--- src/rtl/ps2_scan_decoder.sv ---
// ps2_scan_decoder: PS/2 keyboard frame deserialiser that folds E0/F0 prefixes into scan-code events.
// Define PS2_ERR_COUNT_EN to add the saturating err_count output.
module ps2_scan_decoder #(
    parameter int FILTER_LEN     = 8,
    parameter int TIMEOUT_CYCLES = 100_000
) (
    input  logic        clk,
    input  logic        rst,
    input  logic        ps2_clk,
    input  logic        ps2_data,
    output logic [15:0] scan_code,
    output logic        break_code,
`ifdef PS2_ERR_COUNT_EN
    output logic [7:0]  err_count,
`endif
    output logic        finished
);
    localparam int FW = $clog2(FILTER_LEN + 1);
    localparam int TW = $clog2(TIMEOUT_CYCLES + 1);

    typedef enum logic [1:0] {IDLE, DATA, PARITY, STOP} state_t;

    state_t      r_state, w_state_nx;
    logic [1:0]  r_clk_sync, r_data_sync;
    logic        r_filt;
    logic [FW-1:0] r_filt_cnt;
    logic [7:0]  r_shift;
    logic [2:0]  r_bit_cnt;
    logic        r_par_ok;
    logic [TW-1:0] r_tmo_cnt;
    logic        r_ext, r_brk;
    logic        w_clk_s, w_data, w_differ, w_toggle, w_fall, w_timeout, w_accept, w_err;

    assign w_clk_s   = r_clk_sync[1];
    assign w_data    = r_data_sync[1];
    assign w_differ  = w_clk_s != r_filt;
    assign w_toggle  = w_differ && r_filt_cnt == FW'(FILTER_LEN - 1);
    assign w_fall    = w_toggle && r_filt;
    assign w_timeout = r_state != IDLE && !w_fall && r_tmo_cnt == TW'(TIMEOUT_CYCLES - 1);

    always_ff @(posedge clk) begin
        if (rst) begin
            r_clk_sync  <= 2'b11;
            r_data_sync <= 2'b11;
            r_filt      <= 1'b1;
            r_filt_cnt  <= '0;
        end else begin
            r_clk_sync  <= {r_clk_sync[0], ps2_clk};
            r_data_sync <= {r_data_sync[0], ps2_data};
            r_filt_cnt  <= (w_differ && !w_toggle) ? r_filt_cnt + 1'b1 : '0;
            r_filt      <= r_filt ^ w_toggle;
        end
    end

    always_comb begin
        w_state_nx = r_state;
        w_accept   = 1'b0;
        w_err      = 1'b0;
        if (w_timeout) begin
            w_state_nx = IDLE;
            w_err      = 1'b1;
        end else if (w_fall) begin
            case (r_state)
                IDLE:    w_state_nx = w_data ? IDLE : DATA;
                DATA:    w_state_nx = (r_bit_cnt == 3'd7) ? PARITY : DATA;
                PARITY:  w_state_nx = STOP;
                default: begin
                    w_state_nx = IDLE;
                    w_accept   = w_data && r_par_ok;
                    w_err      = !(w_data && r_par_ok);
                end
            endcase
        end
    end

    always_ff @(posedge clk) begin
        if (rst) begin
            r_state    <= IDLE;
            r_shift    <= '0;
            r_bit_cnt  <= '0;
            r_par_ok   <= 1'b0;
            r_tmo_cnt  <= '0;
            r_ext      <= 1'b0;
            r_brk      <= 1'b0;
            scan_code  <= '0;
            break_code <= 1'b0;
            finished   <= 1'b0;
        end else begin
            r_state   <= w_state_nx;
            finished  <= 1'b0;
            r_tmo_cnt <= (r_state == IDLE || w_fall) ? '0 : r_tmo_cnt + 1'b1;
            if (w_fall && r_state == IDLE)
                r_bit_cnt <= '0;
            if (w_fall && r_state == DATA) begin
                r_shift   <= {w_data, r_shift[7:1]};
                r_bit_cnt <= r_bit_cnt + 1'b1;
            end
            // odd parity: data bits plus parity bit must hold an odd number of ones
            if (w_fall && r_state == PARITY)
                r_par_ok <= ^{w_data, r_shift};
            if (w_err) begin
                r_ext <= 1'b0;
                r_brk <= 1'b0;
            end else if (w_accept) begin
                if (r_shift == 8'hE0)
                    r_ext <= 1'b1;
                else if (r_shift == 8'hF0)
                    r_brk <= 1'b1;
                else begin
                    scan_code  <= {r_ext ? 8'hE0 : 8'h00, r_shift};
                    break_code <= r_brk;
                    finished   <= 1'b1;
                    r_ext      <= 1'b0;
                    r_brk      <= 1'b0;
                end
            end
        end
    end

`ifdef PS2_ERR_COUNT_EN
    always_ff @(posedge clk) begin
        if (rst)
            err_count <= '0;
        else if (w_err && err_count != 8'hFF)
            err_count <= err_count + 1'b1;
    end
`endif
endmodule

--- config.mk ---
export PLATFORM = sky130hd
export DESIGN_NAME = ps2_scan_decoder
export DESIGN_NICKNAME = d
export VERILOG_FILES = /design/src/rtl/ps2_scan_decoder.sv
export SDC_FILE = /design/constraint.sdc
export NUM_CORES = 1
export LEC_CHECK = 0
export BUFFER_PORTS_ARGS = -buffer_cell sky130_fd_sc_hd__buf_2
export CAP_MARGIN = 30
export CELL_PAD_IN_SITES_DETAIL_PLACEMENT = 0
export CELL_PAD_IN_SITES_GLOBAL_PLACEMENT = 2
export CORE_MARGIN = 2
export CORE_UTILIZATION = 38
export DETAILED_ROUTE_END_ITERATION = 10
export GPL_ROUTABILITY_DRIVEN = 0
export GPL_TIMING_DRIVEN = 0
export PLACE_DENSITY_LB_ADDON = 0.1
export REMOVE_ABC_BUFFERS = 1
export SLEW_MARGIN = 40
export SYNTH_ARGS = -nofsm -noshare
export SYNTH_HDL_FRONTEND = slang
export SYNTH_SLANG_ARGS = --single-unit
export TNS_END_PERCENT = 10
--- constraint.sdc ---
create_clock -name clk -period 4.15 [get_ports clk]
set_clock_uncertainty 0.2 [all_clocks]
set_input_delay 0.415 -clock clk [delete_from_list [all_inputs] [get_ports clk]]
set_output_delay 0.415 -clock clk [all_outputs]
set_load 0.02 [all_outputs]
==> run summary <==
The total detailed-routing wirelength was 4330 um; the signal arrival time at the worst endpoint was 2.40 ns. The critical-path maximum fanout works out to 12. The final layout contains 271 nets. The final period demand of the worst path is 2.43 ns. The global router's overall resource usage was 0.136; the static leakage was 0.898 nW.

0 antenna diodes ended up in the layout. The run finished with clean final reports. The number of buffers created by CTS was 5.

The residual antenna-violating net count after detailed routing was 0. For the share of total power in sequential cells, the log shows 0.577. The tools report the reg-to-reg critical path startpoint as r_filt_cnt[0]. For this run, the number of Yosys warnings is 0. The placeable core region came out at 0.00599 mm^2. The share of the cycle needed by the critical path after routing is 0.585, and the DRC violations left is 0. The depth of the worst hold-timing path was 2; the number of buffers added on ports was 16. The average size of a mapped cell came out at 9.49 um^2. For the worst setup path, the data required time is 4.12 ns. The number of buffers inserted by post-CTS setup repair is 0, and the peak ir drop on the vdd network is 0.142 mV. The clock-pin transition on the worst setup and hold timing paths works out to 0.09 ns.

The register bit total from synthesis is 53, and the ratio of routed vias to standard cells is 4.87. The number of core rows was 28. The fraction of registers with async set or reset after synthesis was 0. The capturing element type of the critical path was a flip-flop. The tools report the endpoint of the worst-slack reg-to-reg timing path as scan_code[7]. In the synthesized netlist the dominant register cell turns out to be sky130_fd_sc_hd__dfxtp_1. The tools report the maximum number of pins on one net before global-route repair as 33. Setup slack on the worst reg-to-reg path comes out at 1.72 ns. For the global-route wire length before repair, the log shows 7780 um.

In this run the worst setup path begins at r_filt_cnt[0]. The analysis attributes to net switching a power of 0.176 mW. TritonCTS built the clock tree. The number of top-level pins was 22; the count of flip-flops with a built-in enable after synthesis was 0. The via count was 1625; the final standard cell utilization of the core was 0.428.

The count of TritonRoute iterations in the first routing pass came out at 6. The number of cells on the worst reg-to-reg path is 6. The detail-routed net length per standard cell was 12.9 um.

For the detailed placement HPWL, the log shows 2990 um. The max-cap check violation count is 0. The hold violation total from the final report came out at 0. The longest clock path from root to sink contains 2 buffers.

In this run the worst hold path is classified as in2reg. The internal portion of the total power is 0.711 mW. The run gives 0.405 as the part of the total power dissipated in the clock network. The tightest slew margin relative to the limit was 0.575; the number of antenna violations at the first check in global routing was 0.

The overall die width works out to 83.0 um. CTS saw 53 sinks. The tools report the final max-slew violation count as 0. The effective utilization at floorplan is 0.396, and the total power per unit cell area is 346 mW/mm^2. The sum of negative setup slack is 0 ns. The kind of launch point of the worst setup path was a flip-flop.

The maximum clock rate came out at 412 MHz. Following the worst setup path forward leads to its endpoint at scan_code[7]. The buffer type at the clock tree root was sky130_fd_sc_hd__clkbuf_8.

The net switching share of the total power is 0.198, and the DRC marker count from the first detailed-route iteration is 53. By startpoint and endpoint, the worst setup path is classified as reg2reg. The insertion delay of the later-clocked pin in the worst-skew pair is 0.30 ns. Gates resized during post-CTS repair numbered 0. Power share of the combinational group: 0.018.

Synthesis handed over a netlist of 250 instances. Total of hold buffers inserted after clock tree synthesis: 0. The logs give 0.447 for the portion of the post-synthesis area used by sequential elements and 1634 for the via count of the first global-routing pass.

Setup repair after global routing left no endpoint under its margin. The measured slew at the worst slew-check pin came out at 0.638 ns. The synthesized netlist contains 43 unique library cells.

The clock tree synthesis step divided the H-tree into 2 levels. The area added between synthesis and finish came out at 8.07%. The total of endpoints with negative setup slack in the final report was 0; the fraction of final layout cells with drive strength greater than 1 was 0.127. The overall die height was 83.0 um.

The mapped netlist covers 0.00237 mm^2. The area of the die is 0.00689 mm^2, and the overall overflow remaining after global route is 0.
## how the worst min path moves through the flow
stage | endpoint | from | slack [ns]
final | r_data_sync[0] | ps2_data | 0.09
after global placement | r_clk_sync[1] | r_clk_sync[0] | 0.19
after detailed placement | r_data_sync[1] | r_data_sync[0] | 0.19
after floorplan | r_clk_sync[1] | r_clk_sync[0] | 0.19
after global routing | r_data_sync[0] | ps2_data | 0.09
after CTS | r_data_sync[0] | ps2_data | 0.07
## cells in the mapped netlist, types with 5 or more instances
| library cell | instances | area share |
|---|---|---|
| sky130_fd_sc_hd__nand4_1 | 8 | 0.021 |
| sky130_fd_sc_hd__buf_4 | 9 | 0.028 |
| sky130_fd_sc_hd__inv_1 | 7 | 0.011 |
| sky130_fd_sc_hd__dfxtp_1 | 53 | 0.45 |
| sky130_fd_sc_hd__nor2_1 | 39 | 0.062 |
| sky130_fd_sc_hd__buf_2 | 6 | 0.013 |
| sky130_fd_sc_hd__o21ai_0 | 8 | 0.017 |
| sky130_fd_sc_hd__ha_1 | 9 | 0.047 |
| sky130_fd_sc_hd__nand2_1 | 5 | 0.0079 |
| sky130_fd_sc_hd__mux2i_1 | 18 | 0.076 |
| sky130_fd_sc_hd__nand3_1 | 7 | 0.015 |
| sky130_fd_sc_hd__nor3_1 | 7 | 0.015 |
| sky130_fd_sc_hd__xnor2_1 | 6 | 0.022 |
| sky130_fd_sc_hd__xor2_1 | 12 | 0.044 |
| sky130_fd_sc_hd__a21oi_1 | 7 | 0.015 |
## layout by cell type (no fill, tap or decap), types with 3 or more instances in the layout
cell type | synthesis | final
sky130_fd_sc_hd__nand2b_1 | 3 | 3
sky130_fd_sc_hd__and4_1 | 4 | 4
sky130_fd_sc_hd__o21ai_0 | 8 | 8
sky130_fd_sc_hd__dfxtp_1 | 53 | 53
sky130_fd_sc_hd__a21oi_1 | 7 | 7
sky130_fd_sc_hd__nand4_1 | 8 | 8
sky130_fd_sc_hd__nor3_1 | 7 | 7
sky130_fd_sc_hd__inv_1 | 7 | 7
sky130_fd_sc_hd__xnor2_1 | 6 | 6
sky130_fd_sc_hd__clkbuf_8 | 0 | 6
sky130_fd_sc_hd__or2_2 | 4 | 4
sky130_fd_sc_hd__or3_1 | 3 | 3
sky130_fd_sc_hd__ha_1 | 9 | 9
sky130_fd_sc_hd__nor2_1 | 39 | 39
sky130_fd_sc_hd__nand2_1 | 5 | 5
sky130_fd_sc_hd__conb_1 | 1 | 5
sky130_fd_sc_hd__mux2i_1 | 18 | 18
sky130_fd_sc_hd__buf_2 | 6 | 16
sky130_fd_sc_hd__xor2_1 | 12 | 12
sky130_fd_sc_hd__nand3_1 | 7 | 7
## worst max-delay path: stages, from the launching register on
cell	delay (ns)
sky130_fd_sc_hd__dfxtp_1	0.37
sky130_fd_sc_hd__ha_1	0.21
sky130_fd_sc_hd__nand3b_1	0.45
sky130_fd_sc_hd__nor4_4	0.61
sky130_fd_sc_hd__buf_4	0.23
sky130_fd_sc_hd__mux2i_1	0.18
sky130_fd_sc_hd__nor2_1	0.06
## per-stage QoR
step           area [um^2]  hold slack [ns]  power (mW)  cells  worst slack (ns)
6_report              2560           0.0898       0.887    334              1.72
4_1_cts               2560           0.0735       0.905    334              1.66
5_1_grt               2560           0.0905       0.924    334              1.45
2_1_floorplan         2250            0.189       0.532    233              1.93
3_3_place_gp          2430            0.195       0.540    324              1.44
3_5_place_dp          2450            0.192       0.540    326              1.68
## cell type report
cell class | instances | area (um^2)
clock buffer | 7 | 86.3
fill | 598 | 3430
timing repair buffer | 18 | 95.1
clock inverter | 1 | 30.0
inverter | 7 | 26.3
sequential | 53 | 1060
tap | 75 | 93.8
multi-input combinational | 173 | 1170
## kinds of logic (layout without fill, tap and decap cells)
kind of cell             Yosys count  after routing  synth area share
AO/OA/AOI/OAI                     24             24            0.0617
XOR/XNOR                          18             18            0.0664
adder cells (fa/ha/maj)            9              9            0.0474
buffers and inverters             28             33            0.0680
flip-flops                        53             53             0.447
multiplexers                      18             18            0.0759
other                              1              5           0.00158
AND/OR/NAND/NOR                   99             99             0.232
## state kept, by name (all words and copies together) (netlist names), named ones only
name         cells
r_state          2
r_ext            1
break_code       1
r_shift          8
r_data_sync      2
r_clk_sync       2
scan_code        9
r_bit_cnt        3
r_tmo_cnt       17
r_brk            1
r_filt_cnt       4
r_par_ok         1
finished         1
## power groups by stage
stage / Combinational (mW) / Sequential, mW / Clock, mW
3_3_place_gp: 0.0165 / 0.524 / 0
5_1_grt: 0.0185 / 0.512 / 0.394
6_report: 0.0163 / 0.512 / 0.359
4_1_cts: 0.0165 / 0.512 / 0.377
3_5_place_dp: 0.0163 / 0.524 / 0
2_1_floorplan: 0.00935 / 0.523 / 0
## metal layers
layer  global-route usage  vias up  wire length (um)
met5                    0        -                 0
met4               0.0432        0                36
met3               0.0308        4                95
met2                0.205       18              1950
met1                0.191      745              2240
li1                     -      858                 -
No activity file was read; power rests on OpenSTA's default activity.
